===== src/rtl/sparse_mac_row_acc.sv =====
// Sparse MAC row: NLANE products per beat scatter-accumulated into NCOL psums.
// Load/compute/drain handshakes, 1-stage multiply, optional saturation.
module sparse_mac_row_acc #(
    parameter int BW      = 4,
    parameter int PSUM_BW = 20,
    parameter int NCOL    = 8,
    parameter int NLANE   = 4,
    parameter int IDX_BW  = 3,
    parameter int SAT     = 1
) (
    input  logic                      clk,
    input  logic                      reset,
    input  logic                      load_valid,
    output logic                      load_ready,
    input  logic [NCOL*PSUM_BW-1:0]   load_psum_flat,
    input  logic                      in_valid,
    output logic                      in_ready,
    input  logic [NLANE*BW-1:0]       in_act_flat,
    input  logic [NLANE*BW-1:0]       in_weight_flat,
    input  logic [NLANE*IDX_BW-1:0]   in_widx_flat,
    input  logic [NLANE-1:0]          in_lane_en,
    input  logic                      in_last,
    output logic                      out_valid,
    input  logic                      out_ready,
    output logic [NCOL*PSUM_BW-1:0]   out_psum_flat,
    output logic [NCOL-1:0]           out_overflow,
    output logic                      busy
);

    localparam int PW     = 2 * BW;
    localparam int SUM_BW = PSUM_BW + $clog2(NLANE) + 1;

    localparam logic signed [SUM_BW-1:0] PMAX =
        {{(SUM_BW-PSUM_BW+1){1'b0}}, {(PSUM_BW-1){1'b1}}};
    localparam logic signed [SUM_BW-1:0] PMIN = ~PMAX;
    localparam logic [PSUM_BW-1:0] SAT_MAX = {1'b0, {(PSUM_BW-1){1'b1}}};
    localparam logic [PSUM_BW-1:0] SAT_MIN = {1'b1, {(PSUM_BW-1){1'b0}}};

    typedef enum logic [1:0] {
        S_IDLE,
        S_ACC,
        S_FLUSH,
        S_DRAIN
    } state_t;

    state_t                     r_state;
    state_t                     w_state_nxt;
    logic                       r_p_vld;
    logic signed [PW-1:0]       r_prod [NLANE];
    logic [IDX_BW-1:0]          r_idx  [NLANE];
    logic signed [PSUM_BW-1:0]  r_psum [NCOL];
    logic [NCOL-1:0]            r_ovf;

    logic signed [PW-1:0]       w_prod [NLANE];
    logic signed [SUM_BW-1:0]   w_sum  [NCOL];
    logic [PSUM_BW-1:0]         w_nxt  [NCOL];
    logic [NCOL-1:0]            w_hi;
    logic [NCOL-1:0]            w_lo;
    logic                       w_load_hs;
    logic                       w_beat_hs;

    assign w_load_hs = load_valid & load_ready;
    assign w_beat_hs = in_valid & in_ready;

    // State register
    always_ff @(posedge clk) begin
        if (reset) r_state <= S_IDLE;
        else       r_state <= w_state_nxt;
    end

    // Next state and handshake outputs
    always_comb begin
        w_state_nxt = r_state;
        load_ready  = 1'b0;
        in_ready    = 1'b0;
        out_valid   = 1'b0;
        busy        = 1'b1;
        case (r_state)
            S_IDLE: begin
                load_ready = 1'b1;
                busy       = 1'b0;
                if (load_valid) w_state_nxt = S_ACC;
            end
            S_ACC: begin
                in_ready = 1'b1;
                if (in_valid && in_last) w_state_nxt = S_FLUSH;
            end
            S_FLUSH: w_state_nxt = S_DRAIN;
            S_DRAIN: begin
                out_valid = 1'b1;
                if (out_ready) w_state_nxt = S_IDLE;
            end
            default: w_state_nxt = S_IDLE;
        endcase
    end

    // Per-lane signed products, zero for disabled lanes
    always_comb begin
        for (int l = 0; l < NLANE; l++) begin
            w_prod[l] = '0;
            if (in_lane_en[l])
                w_prod[l] = PW'($signed(in_act_flat[l*BW +: BW]))
                          * PW'($signed(in_weight_flat[l*BW +: BW]));
        end
    end

    // Stage-1 valid
    always_ff @(posedge clk) begin
        if (reset) r_p_vld <= 1'b0;
        else       r_p_vld <= w_beat_hs;
    end

    // Stage-1 product and index capture
    always_ff @(posedge clk) begin
        if (w_beat_hs) begin
            for (int l = 0; l < NLANE; l++) begin
                r_prod[l] <= w_prod[l];
                r_idx[l]  <= in_widx_flat[l*IDX_BW +: IDX_BW];
            end
        end
    end

    // Wide column sums, range check and saturate/wrap
    always_comb begin
        for (int c = 0; c < NCOL; c++) begin
            w_sum[c] = SUM_BW'(r_psum[c]);
            if (r_p_vld) begin
                for (int l = 0; l < NLANE; l++) begin
                    if (int'(r_idx[l]) == c)
                        w_sum[c] = w_sum[c] + SUM_BW'(r_prod[l]);
                end
            end
            w_hi[c]  = w_sum[c] > PMAX;
            w_lo[c]  = w_sum[c] < PMIN;
            w_nxt[c] = w_sum[c][PSUM_BW-1:0];
            if (SAT != 0 && w_hi[c]) w_nxt[c] = SAT_MAX;
            if (SAT != 0 && w_lo[c]) w_nxt[c] = SAT_MIN;
        end
    end

    // Psum registers: load in IDLE, accumulate when stage 1 holds a beat
    always_ff @(posedge clk) begin
        if (reset) begin
            for (int c = 0; c < NCOL; c++) r_psum[c] <= '0;
        end else if (w_load_hs) begin
            for (int c = 0; c < NCOL; c++)
                r_psum[c] <= load_psum_flat[c*PSUM_BW +: PSUM_BW];
        end else if (r_p_vld) begin
            for (int c = 0; c < NCOL; c++) r_psum[c] <= w_nxt[c];
        end
    end

    // Sticky overflow flags, cleared by load
    always_ff @(posedge clk) begin
        if (reset)          r_ovf <= '0;
        else if (w_load_hs) r_ovf <= '0;
        else if (r_p_vld)   r_ovf <= r_ovf | w_hi | w_lo;
    end

    // Psum registers drive the output bus in every state
    always_comb begin
        out_psum_flat = '0;
        for (int c = 0; c < NCOL; c++)
            out_psum_flat[c*PSUM_BW +: PSUM_BW] = r_psum[c];
    end

    assign out_overflow = r_ovf;

endmodule


===== config.mk =====
export PLATFORM = sky130hd
export DESIGN_NAME = sparse_mac_row_acc
export DESIGN_NICKNAME = d
export VERILOG_FILES = /design/src/rtl/sparse_mac_row_acc.sv
export SDC_FILE = /design/constraint.sdc
export NUM_CORES = 2
export LEC_CHECK = 0
export ABC_AREA = 0
export CORE_AREA = 2 2 376 378
export DETAILED_ROUTE_END_ITERATION = 8
export DIE_AREA = 0 0 378 380
export PLACE_DENSITY = 0.56
export SYNTH_ARGS = -nofsm -noshare
export SYNTH_HDL_FRONTEND = slang
export SYNTH_SLANG_ARGS = --single-unit

===== constraint.sdc =====
create_clock -name clk -period 13.5 [get_ports clk]
set_clock_uncertainty 0.05 [all_clocks]
set_input_delay 2.025 -clock clk [delete_from_list [all_inputs] [get_ports clk]]
set_output_delay 2.025 -clock clk [all_outputs]
set_load 0.01 [all_outputs]

=== Yosys cells after proc, flatten, opt, wreduce, memory -nomap -nowiden ===
Memory sizes are Yosys's and may differ from the RTL's.
Cells that the tools add are included.
Widths: inputs -> output; s select.

* Add/subtract/negate cells: 32
* Multipliers: 4
* Magnitude comparators: 16
* Equality and inequality tests: 34
* Muxes and demuxes: 119
* Bitwise gates (word level): 20
* Reduce and logical (&&, ||, !) cells: 8

{| class="wikitable"
|+ Operators by type and width
! cell !! number
|-
| $mux 23 || 64
|-
| $mux 20 || 32
|-
| $add 23x8->23 || 24
|-
| $gt 23x20->1 const B || 8
|-
| $lt 23x20->1 const B || 8
|-
| $add 20x8->21 || 8
|-
| $eq 3x3->1 const B || 16
|-
| $mul 4x4->8 || 4
|-
| $mux 8 || 4
|-
| $eq 3x2->1 const B || 8
|-
| $or 1x1->1 || 16
|-
| $or 8x8->8 || 2
|-
| $mux 1 || 15
|-
| $eq 3x1->1 const B || 4
|-
| $logic_not 3->1 || 4
|-
| $pmux 2 s4 || 1
|-
| $mux 2 || 3
|-
| $ne 2x2->1 const B || 3
|-
| $eq 2x2->1 const B || 2
|-
| $reduce_and 3->1 || 1
|-
| $and 1x1->1 || 2
|-
| $eq 2x1->1 const B || 1
|-
| $logic_not 2->1 || 1
|-
| $reduce_or 2->1 || 1
|-
| $logic_and 1x1->1 || 1
|}

* Register bits after elaboration: 11
* RAM bits: 204
* Input bits: 214
* Logic and storage cells: 239
* Memories: 3

{| class="wikitable"
|+ Memory list
! memory !! depth !! width !! read ports !! clocked after Yosys merged registers in !! write ports !! line !! source
|-
| r_psum || 8 || 20 || 8 || 0 || 8 || 51 || <nowiki>logic signed [PSUM_BW-1:0] r_psum [NCOL];</nowiki>
|-
| r_prod || 4 || 8 || 4 || 0 || 4 || 49 || <nowiki>logic signed [PW-1:0] r_prod [NLANE];</nowiki>
|-
| r_idx || 4 || 3 || 4 || 0 || 4 || 50 || <nowiki>logic [IDX_BW-1:0] r_idx [NLANE];</nowiki>
|}

=== Logic depth before layout (Yosys ltp) ===
* Word-level depth: 16
* Depth in mapped cells: 42
* Gate-level depth less buffers: 41

=== Least setup slack after synthesis ===
Ideal clock, no wire load.

* Kind: register to register
* Start: memory r_prod[0][7] (netlist bit)
* End: memory r_psum[0][14], data pin
* Library setup time: 0.256 ns
* Arrival time: 9.597 ns
* Path slack: 3.596 ns
* Stages on the path, launching flop included: 40
* Path buffers: 3
* Clock period less this slack: 9.904 ns
* Cells stage by stage: edfxtp_1 -> ha_1 -> clkbuf_2 -> and4_1 -> o21a_1 -> a21oi_1 -> nand2_1 -> xnor2_1 -> o21ai_0 -> ha_1 -> nand4_1 -> nor4_1 -> or2_2 -> or3_1 -> a21oi_1 -> xnor2_1 -> mux2_2 -> ha_1 -> [... 4 more ...] -> o21ai_0 -> xnor2_1 -> o32a_1 -> nand2_1 -> ha_1 -> clkbuf_1 -> inv_1 -> o21bai_1 -> a21oi_1 -> o22ai_1 -> a211oi_1 -> xnor2_1 -> a221oi_2 -> o31ai_2 -> o311ai_4 -> buf_4 -> o211ai_1 -> a22o_1

{| class="wikitable"
|+ RTL lines
! element !! line
|-
| start, declared || 49
|-
| end, declared || 51
|}

==> reports/results.txt <==
Compound-Gate Fraction of Synth Area: 0.342
die outline width: 378 um
signal arrival time at the worst endpoint: 11.29 ns
Final Wtd Congestion: 0.976
Max Cap Violations: 0
total vias in the final route: 60000
worst endpoint required time: 13.87 ns
hold_ws: 0.403 ns
post-cts repair resize count: 0
cell count after placement: 9591
initial core utilization: 0.400
slew at the pin closest to its max-slew limit: 1.38 ns
clock tree root buffer cell: clkbuf_16
detail-routed net length per standard cell: 23.7 um
initial antenna violation count: 20
post-layout net count: 8790
capturing element type of the critical path: flip-flop
sum of buffers and inverters on the critical path: 3
wire length of the first global-routing pass: 337000 um
first element of the critical path: r_prod[0][1]
fraction of final layout cells with drive strength greater than 1: 0.0489
max-slew violation count: 0
total global-route track usage: 0.304
syn nets: 8561
pin count of the biggest net entering global routing: 146
final setup vio count: 0
largest fanout on the critical path: 24
number of remaining DRC errors: 0
setup TNS: 0 ns
via count of the first global-routing pass: 54900
DRC violation total after the first TritonRoute iteration: 5775
worst r2r src: r_prod[0][1]
Largest stage delay, worst path: 1.01 ns
area share of and/or/nand/nor cells after synthesis: 0.198
f_max: 91.5 MHz
number of port buffers: 385
Synth async-reset ratio: 0
synth top area cells: ha_1, edfxtp_1, a21oi_1, nand2_1, o21ai_0
clock-pin slew on the worst setup and hold paths: 0.07 ns
count of cell types in the netlist: 119
proportion of synthesized area in mux cells: 0.0299
post-route non-filler standard cell count: 9658
fin crit period: 10.92 ns
maximum level of the CTS H-tree: 2
flip-flop and latch count after synthesis: 215
cell with the biggest individual delay on the critical path: xnor2_2
total number of clock tree sinks: 215
Via-to-Cell Ratio: 6.21
Post-Synthesis Cell Area: 55600 um2
class of the tightest hold or removal check: flip-flop to flip-flop
Core Util, Final: 0.450
die footprint: 144000 um2
standard-cell rows: 137
worst setup timing slack at the placement stage: 2.94 ns
number of detailed-routing iterations run before antenna repair: 6
worst voltage drop across the vdd grid: 0.0941 mV
R2R setup slack: 2.58 ns
number of fillers in the final layout: 14200
Core ar.: 139000 um2
Die H: 380 um
share of synthesized area occupied by flip-flops and latches: 0.114
normalized max-slew margin: 0.0794
dominant cell type by area after synthesis: ha_1
Synthesis Warnings: 0
area added between synthesis and finish: 12.6%
CTS tree: done
Leakage Power: 26.9 nW
cell area power density: 224 nW/um2
Congestion Overflow GR: 0
setup repair after global routing missed its margin: false
outcome: finished, final reports clean
total wire length after detailed routing: 229000 um
Crit path top cell by count: nor2_1
post-CTS setup buffers: 0
Post-synth top flop: edfxtp_1
worst min-delay path startpoint: out_overflow[0]
Avg Inst Size Synth: 7.40 um2
Mapped Cells: 7523
final setup margin: 2.58 ns
Synth Area in Adders: 0.194
detailed placement HPWL: 176000 um
critical path startpoint category: flip-flop
Synth Area in XOR/XNOR: 0.0809
total CTS buffers: 35
Hold Vio Cnt, Final: 0
number of synthesized flops with an enable pin: 204
part of the cycle the worst path needs: 0.809
number of nets with antenna violations after routing: 0
CTS Hold Bufs: 0
worst setup path category: flip-flop to flip-flop
fraction of post-synthesis cell area in the top cell type by area: 0.170
combinational family with the most area after synthesis: compound AO/OA/AOI/OAI gates
source-to-sink clock delay at the later pin of the worst-skew pair: 0.64 ns
kind of cell adding the most delay to the critical path: compound AO/OA/AOI/OAI gates
number of top-level pins: 386
Max clock buf depth: 3
## registers in the layout, indices dropped and copies added (netlist names)
signal and flops:
r_idx 12, r_prod 32, r_state 2, r_p_vld 1
r_psum 160, out_overflow 8
## through the flow
step	power [mW]	area [um2]
after global routing	15.2	62600
after floorplan	9.80	55600
after global placement	12.7	61500
after detailed placement	12.8	61500
after CTS	13.8	62600
final	14.0	62700
## Yosys cell counts, types with 43 or more instances
| master | count |
|---|---|
| o31a_1 | 43 |
| and3_1 | 87 |
| o21ai_0 | 600 |
| a31oi_1 | 145 |
| edfxtp_1 | 204 |
| a211oi_1 | 146 |
| o21a_1 | 164 |
| nand4_1 | 52 |
| nand2_1 | 876 |
| nand2b_1 | 88 |
| mux2_2 | 104 |
| inv_1 | 312 |
| fa_1 | 68 |
| a21oi_1 | 662 |
| o21bai_1 | 80 |
| nor2_1 | 579 |
| ha_1 | 756 |
| xnor2_1 | 285 |
| and2_1 | 95 |
| xor2_1 | 225 |
| clkbuf_1 | 227 |
| nor2b_1 | 69 |
| or3_1 | 57 |
| a21o_1 | 280 |
| nor3_1 | 123 |
| o31ai_1 | 82 |
| o21ai_1 | 44 |
| mux2i_1 | 47 |
| a22o_1 | 47 |
| o211ai_1 | 134 |
| nand3_1 | 151 |
## where the power goes
part | total [mW] | switching, mW | leakage (nW) | internal, mW
registers | 1.35 | 0.386 | 2.23 | 0.963
logic | 11.7 | 6.97 | 24.1 | 4.78
clock network | 0.926 | 0.405 | 0.537 | 0.520
total | 14.0 | 7.76 | 26.9 | 6.26
## layout by cell type, fill, tap and decap left out, drive strengths merged, types with 134 or more instances in the layout
master / n
o211ai: 134
a211oi: 147
clkdlybuf4s50: 385
a31oi: 146
a21oi: 665
a21o: 280
edfxtp: 204
inv: 315
nand3: 151
xnor2: 287
nand2: 876
o21ai: 648
nor2: 581
o21a: 164
xor2: 225
ha: 756
## kinds of logic after synthesis
logic type | after synthesis
AOI/OAI and AO/OA | 2879
xor gates and xnor gates | 512
adders and majority gates | 824
buffers and inverters | 588
DFF | 215
muxes | 152
and+or+nand+nor | 2353
## worst register-to-register path, delay by kind of cell (launching register included)
family	cells	cell delay [ns]
xor gates and xnor gates	3	1.35
DFF	1	0.80
and+or+nand+nor	11	1.90
adders and majority gates	4	1.70
AOI/OAI and AO/OA	16	4.04
buffers and inverters	3	0.87
## layout make-up
cell class                      instances  area, um2  share of cell area
Multi-Input combinational cell       6720      47100               0.752
Sequential cell                       215       6350               0.101
Timing Repair Buffer                  467       4530              0.0723
Tap cell                             1876       2350              0.0375
Inverter                              313       1180              0.0188
Clock buffer                           42        902              0.0144
Clock inverter                         21        199             0.00318
Antenna cell                            4       10.0            0.000160
## worst paths after layout
path / endpoint / depth (start not counted)
max: r_psum[1][46] / 37
min: out_overflow[0] / 2
max reg2reg: r_psum[1][46] / 37
min reg2reg: out_overflow[0] / 2
## metal layers
layer	GRT usage	part of all wire
met4	0.116	0.041
met1	0.428	0.45
met5	0	0.00063
met2	0.446	0.41
met3	0.0703	0.096
Note: power is estimated with default switching activity, not from simulation.
